===== src/rtl/pipeline_ctrl.sv =====
// Pipeline sequencing controller: merges stage stall requests into a per-stage
// stall vector, drives the global flush, and times multi-cycle EX operations.
module pipeline_ctrl #(
  parameter int unsigned CNT_WIDTH  = 6,
  parameter int unsigned PERF_WIDTH = 32
) (
  input  logic                  clock,
  input  logic                  reset,
  input  logic                  id_stall_request,
  input  logic                  ex_stall_request,
  input  logic                  mem_stall_request,
  input  logic                  flush_request,
  input  logic                  mc_start,
  input  logic [CNT_WIDTH-1:0]  mc_cycles,
  output logic                  mc_busy,
  output logic                  mc_done,
  output logic [5:0]            stall,
  output logic                  flush,
  output logic [PERF_WIDTH-1:0] stall_cycle_count
);

  localparam logic [5:0] STALL_NONE = 6'b000000;
  localparam logic [5:0] STALL_MEM  = 6'b011111;
  localparam logic [5:0] STALL_EX   = 6'b001111;
  localparam logic [5:0] STALL_ID   = 6'b000111;

  typedef enum logic [1:0] {
    S_IDLE = 2'd0,
    S_BUSY = 2'd1,
    S_DONE = 2'd2
  } state_t;

  state_t                r_state;
  logic [CNT_WIDTH-1:0]  r_count;
  logic                  r_mc_busy;
  logic                  r_mc_done;
  logic [PERF_WIDTH-1:0] r_perf;

  logic [CNT_WIDTH-1:0]  w_load;
  logic                  w_ex_eff;
  logic [5:0]            w_stall;

  // A zero length request runs as a single busy cycle.
  assign w_load = (mc_cycles == '0) ? '0 : mc_cycles - CNT_WIDTH'(1);

  // Multi-cycle sequencer; flush always wins and suppresses the done pulse.
  always_ff @(posedge clock or negedge reset) begin
    if (!reset) begin
      r_state   <= S_IDLE;
      r_count   <= '0;
      r_mc_busy <= 1'b0;
      r_mc_done <= 1'b0;
    end else begin
      r_mc_done <= 1'b0;
      if (flush_request) begin
        r_state   <= S_IDLE;
        r_count   <= '0;
        r_mc_busy <= 1'b0;
      end else begin
        case (r_state)
          S_IDLE, S_DONE: begin
            if (mc_start) begin
              r_state   <= S_BUSY;
              r_count   <= w_load;
              r_mc_busy <= 1'b1;
            end else begin
              r_state   <= S_IDLE;
            end
          end
          S_BUSY: begin
            if (r_count != '0) begin
              r_count <= r_count - CNT_WIDTH'(1);
            end else begin
              r_state   <= S_DONE;
              r_mc_busy <= 1'b0;
              r_mc_done <= 1'b1;
            end
          end
          default: begin
            r_state   <= S_IDLE;
            r_count   <= '0;
            r_mc_busy <= 1'b0;
          end
        endcase
      end
    end
  end

  // EX holds while the unit runs and in the cycle a new operation is issued.
  assign w_ex_eff = ex_stall_request | (r_state == S_BUSY) |
                    (mc_start & (r_state != S_BUSY));

  always_comb begin
    w_stall = STALL_NONE;
    if (!reset || flush_request) begin
      w_stall = STALL_NONE;
    end else if (mem_stall_request) begin
      w_stall = STALL_MEM;
    end else if (w_ex_eff) begin
      w_stall = STALL_EX;
    end else if (id_stall_request) begin
      w_stall = STALL_ID;
    end
  end

  // Saturating count of stalled cycles.
  always_ff @(posedge clock or negedge reset) begin
    if (!reset) begin
      r_perf <= '0;
    end else if ((w_stall != STALL_NONE) && (r_perf != '1)) begin
      r_perf <= r_perf + PERF_WIDTH'(1);
    end
  end

  assign stall             = w_stall;
  assign flush             = reset & flush_request;
  assign mc_busy           = r_mc_busy;
  assign mc_done           = r_mc_done;
  assign stall_cycle_count = r_perf;

endmodule


===== config.mk =====
export PLATFORM = sky130hd
export DESIGN_NAME = pipeline_ctrl
export DESIGN_NICKNAME = d
export VERILOG_FILES = /design/src/rtl/pipeline_ctrl.sv
export SDC_FILE = /design/constraint.sdc
export NUM_CORES = 1
export LEC_CHECK = 0
export BUFFER_PORTS_ARGS = -buffer_cell sky130_fd_sc_hd__clkbuf_2
export CORE_ASPECT_RATIO = 1.25
export CORE_MARGIN = 5
export CORE_UTILIZATION = 53
export CTS_CLUSTER_SIZE = 25
export DETAILED_ROUTE_END_ITERATION = 12
export GPL_TIMING_DRIVEN = 1
export HOLD_SLACK_MARGIN = 0.15
export PLACE_DENSITY_LB_ADDON = 0.05
export SYNTH_ARGS = -nofsm -noshare
export SYNTH_HDL_FRONTEND = slang
export SYNTH_SLANG_ARGS = --single-unit

===== constraint.sdc =====
create_clock -name clock -period 2.2 [get_ports clock]
set_clock_uncertainty 0.2 [all_clocks]
set_input_delay 0.33 -clock clock [delete_from_list [all_inputs] [get_ports clock]]
set_output_delay 0.33 -clock clock [all_outputs]
set_load 0.02 [all_outputs]

# Word-level counts from Yosys, hierarchy flattened
# Cells that the tools add are included.
[op_classes] bitwise_logic=4 n_eq_ne=7 n_mux=20 add_sub_neg=3 reduce_logical=10
[ops] operator="$add 32x1->32 const B" count=1
[ops] operator="$ne 32x32->1 const B" count=1
[ops] operator="$mux 6" count=4
[ops] operator="$pmux 6 s2" count=1
[ops] operator="$reduce_bool 6->1" count=2
[ops] operator="$sub 6x1->6 const B" count=2
[ops] operator="$mux 5" count=2
[ops] operator="$ne 3x3->1 const B" count=3
[ops] operator="$mux 1" count=7
[ops] operator="$logic_not 6->1" count=1
[ops] operator="$mux 2" count=2
[ops] operator="$mux 4" count=1
[ops] operator="$pmux 2 s2" count=1
[ops] operator="$reduce_and 2->1" count=2
[ops] operator="$mux 3" count=1
[ops] operator="$and 1x1->1" count=2
[ops] operator="$eq 2x1->1 const B" count=1
[ops] operator="$eq 2x2->1 const B" count=1
[ops] operator="$logic_not 2->1" count=1
[ops] operator="$ne 2x1->1 const B" count=1
[ops] operator="$or 1x1->1" count=2
[ops] operator="$pmux 1 s2" count=1
[ops] operator="$reduce_or 2->1" count=1
[ops] operator="$logic_and 1x1->1" count=1
[ops] operator="other kinds (2)" count=2
[word_totals] wordCells=49 input_bits=13 register_bits=42 output_inout_bits=41

# Logic depth before layout (Yosys ltp)
[logic_depth] depth_word=8 depth_mapped=7 depth_no_buf=7

# Worst setup path after synthesis
# OpenSTA, ideal clock, no wires.
[synth_path] path_kind="register to register" from="register r_perf[19], in the netlist stall_cycle_count[19]" to="register r_perf[19], in the netlist stall_cycle_count[19]" synth_period_minus_slack_ns=2.118 t_arrival_ns=1.782 path_stages_with_launch=7 setup_ns=0.136 setup_slack_ns=0.082 path_buffers=1 required_ns=1.864 path_cell_list="dfrtp_1 > nand4_2 > nor4_4 > and3_1 > buf_4 > nor3_1 > xor2_1"
[synth_between] elab_chain_cells=2 word_cells_on_any_way=3
[synth_rtl] item="start: declaration" line="37" text="logic [PERF_WIDTH-1:0] r_perf;"
[synth_rtl] item="start signal: assignment" line="111" text="r_perf <= r_perf + PERF_WIDTH'(1);"
[synth_rtl] item="parallel branches: the longest is 2 deep, another holds $add 32x1->32"
# Several ways; the timed one is not identified.
# A chain may end at the register's enable or synchronous reset.

# Worst setup path in the final report
[layout_path] from="register r_perf[0], in the netlist stall_cycle_count[0]" to="register r_perf[1], in the netlist stall_cycle_count[1]"
# Same word-level chain as after synthesis.

==> impl_metrics.csv <==
group,metric,value,unit
worst_setup_path,worstPathCellList,"ha_1 -> nand4_1 -> nor2_2 -> a31oi_1 -> mux2_2",
synth,synth-seq-cells,42,
floorplan,die_x,68.6,um
detailed_routing,route.detailed.drc,0,
grt,gr-total-overflow,0,
worst_setup_path,rr_endpoint,"stall_cycle_count[1]$_DFFE_PN0P_",
synth,ys.flop_type,"dfrtp_1",
timing,fin_crit_sh,96.5,%
floorplan,start_util,55.1,%
finish,final_cells,375,
power_and_ir_drop,p_leak,1.47,nW
timing,fmaxAchievable,471,MHz
synth,avgSynthCellArea,9.52,um^2
worst_setup_path,critPathRequiredTime,2.19,ns
clock_network,worst_skew_pair.late_latency,0.30,ns
worst_setup_path,slowest_stage,"a31oi_1",
worst_setup_path,cpPeakStageDelay,0.46,ns
timing,slew-limit-headroom,60.5,%
clock_network,clkSlewWorstSetupHoldPaths,0.08,ns
worst_setup_path,r2r_cells,5,
timing,hold_viol_final,42,
clock_network,h-tree-depth,2,
finish,final_nets,336,
place,dpl.cell_count,365,
floorplan,pin_count,54,
timing,fin_crit,2.12,ns
synth,synth.distinct_cells,41,
finish,antenna_cells,0,
clock_network,postCtsHoldBufs,1,
synth,seq_area_frac_synth,46.2,%
worst_setup_path,rrSetupSlack,0.08,ns
detailed_routing,postRouteAntennaNets,0,
power_and_ir_drop,ir_worst_vdd,0.000680,V
detailed_routing,drtIter0Drc,91,
clock_network,cts_buffer_depth,2,
synth,synthCells,239,
timing,holdWs,-0.0884,ns
detailed_routing,detail_route.wl_per_cell,14.2,um
run_status,status,"finished, violations left",
worst_setup_path,arrival,2.11,ns
worst_setup_path,crit_fanout,6,
timing,slew_viol_final,0,
finish,regArea,0.00105,mm^2
hold_path,hp-class,"input pin to async pin",
clock_network,numCtsBuffers,5,
floorplan,die_h,83.3,um
synth,netlist.area_leader.share,46.2,%
clock_network,cts_tree,"yes",
clock_network,cts.sink_count,42,
worst_setup_path,startpoint_type,"flip-flop",
finish,multi_input_area,0.00117,mm^2
finish,n_fill_cell,359,
grt,grt_first_pass_wirelength,9210,um
grt,grt_max_degree,44,
synth,synth_fp_nets,257,
floorplan,core.rowCount,26,
detailed_routing,via_per_inst,5.52,
worst_setup_path,r2r-start,"stall_cycle_count[0]$_DFFE_PN0P_",
synth,synthMostInstantiatedCell,"dfrtp_1",
detailed_routing,drt_pass1_iterations,4,
finish,syn2layout_area_growth,27.3,%
run_status,failed_checks,"negative hold slack",
synth,syn-cell-area,0.00228,mm^2
finish,drive_gt1_share,30.4,%
synth,synth_top_cell_by_area,"dfrtp_1",
place,numPortBuffers,52,
grt,antenna_found_initial,0,
floorplan,die_area,0.00571,mm^2
clock_network,clockRootBuffer,"clkbuf_8",
timing,setup_violations,0,
finish,final_core_util,70.1,%
synth,synth_edf_count,0,
grt,grt_pass1_vias,2045,
place,hpwl,4020,um
synth,synth_common_cells,"42 x dfrtp_1, 20 x nor3_1, 18 x xor2_1, 16 x nand2_1, 16 x nand3_1",
power_and_ir_drop,p_per_area,670,mW/mm^2
worst_setup_path,worstSetupPathType,"flip-flop to flip-flop",
place,gp_routability_congestion,0.790,
detailed_routing,wirelength,5330,um
timing,worst_slew_pin_slew,0.586,ns
detailed_routing,vias,2071,
synth,synthArstFlopShare,100,%
worst_setup_path,cp-end-kind,"flip-flop",
flow_run,maxCapViolations,0,
grt,grt_usage,20.8,%
floorplan,core_area,0.00413,mm^2
synth,synth_warnings,0,
synth,netlist_top_cells_area,"dfrtp_1 46%, xor2_1 6.9%, xnor2_1 5.0%, nor3_1 4.4%, nand3_1 3.5%",
[what timing repair did]
| action | in CTS | in global routing |
|---|---|---|
| endpoints found under the hold margin | 43 | 42 |
| gates resized for setup | 0 | 6 |
| setup endpoints to repair | 0 | 7 |
| setup buffers | 0 | 1 |
[cell type report]
| cell class | instances | area share (%) |
|---|---|---|
| clock buffer | 7 | 2.98 |
| clock inverter | 1 | 0.173 |
| inverter | 14 | 1.81 |
| multi-input combinational | 176 | 40.3 |
| sequential | 42 | 36.3 |
| tap | 56 | 2.42 |
| timing repair buffer | 79 | 16.1 |
[sequential cells by signal (all words and copies together) (netlist names)]
name / cells
r_state: 2
mc_busy: 1
mc_done: 1
stall_cycle_count: 32
r_count: 6
[critical path: cells and delay by family (launching register included)]
kind,cells,cell delay [ns]
adder cells (fa/ha/maj),1,0.25
AO/OA/AOI/OAI,1,0.46
flip-flops,1,0.42
AND/OR/NAND/NOR,2,0.29
multiplexers,1,0.40
[where the power goes]
part	total, mW	switching [mW]	internal, mW	leakage, nW
Combinational	0.487	0.284	0.203	0.878
Sequential	0.933	0.0871	0.846	0.543
Clock	0.519	0.266	0.253	0.0482
[layout by cell type, fill, tap and decap left out, types with 12 or more instances in the layout]
| cell | netlist | routed |
|---|---|---|
| nor2_1 | 13 | 12 |
| inv_1 | 14 | 14 |
| nor3_1 | 20 | 18 |
| nand3_1 | 16 | 15 |
| xnor2_1 | 13 | 13 |
| dfrtp_1 | 42 | 42 |
| clkbuf_2 | 0 | 52 |
| buf_4 | 4 | 26 |
| nand2_1 | 16 | 16 |
| xor2_1 | 18 | 18 |
[per-stage QoR]
stage | hold WS, ns | power (mW) | setup WS, ns | cell area (um^2) | TNS (ns)
global placement | 0.278 | 1.40 | 0.0961 | 2750 | 0
CTS | -0.0565 | 1.95 | 0.0354 | 2850 | 0
detailed placement | 0.280 | 1.42 | 0.0696 | 2750 | 0
floorplan | -0.166 | 1.24 | 0.0819 | 2280 | 0
global route | -0.0374 | 2.07 | -0.0102 | 2900 | -0.0168
finish | -0.0884 | 1.94 | 0.0767 | 2900 | 0
[how the worst max path moves through the flow]
| stage | start | endpoint | slack (ns) | cells after the start |
|---|---|---|---|---|
| floorplan | stall_cycle_count[19]$_DFFE_PN0P_ | stall_cycle_count[19]$_DFFE_PN0P_ | 0.08 | 6 |
| global placement | stall_cycle_count[23]$_DFFE_PN0P_ | stall_cycle_count[10]$_DFFE_PN0P_ | 0.1 | 6 |
| detailed placement | stall_cycle_count[23]$_DFFE_PN0P_ | stall_cycle_count[10]$_DFFE_PN0P_ | 0.07 | 6 |
| CTS | stall_cycle_count[23]$_DFFE_PN0P_ | stall_cycle_count[10]$_DFFE_PN0P_ | 0.04 | 6 |
| global route | stall_cycle_count[0]$_DFFE_PN0P_ | stall_cycle_count[1]$_DFFE_PN0P_ | -0.01 | 5 |
| finish | stall_cycle_count[0]$_DFFE_PN0P_ | stall_cycle_count[1]$_DFFE_PN0P_ | 0.08 | 5 |
[cells by family after synthesis]
kind of cell | after synthesis | share of synthesized area (%)
buffers and inverters | 21 | 4.18
adders and majority gates | 5 | 2.75
and+or+nand+nor | 103 | 24.5
other | 1 | 0.165
DFF | 42 | 46.2
muxes | 1 | 0.495
xor gates and xnor gates | 31 | 11.9
AOI/OAI and AO/OA | 35 | 9.79
[metal layers]
metal	wire length [um]	GRT usage [%]
met1	2420	28.3
met2	2570	31.1
met3	245	4.86
met4	95	8.32
met5	0	0
(Power assumes the default switching activity.)
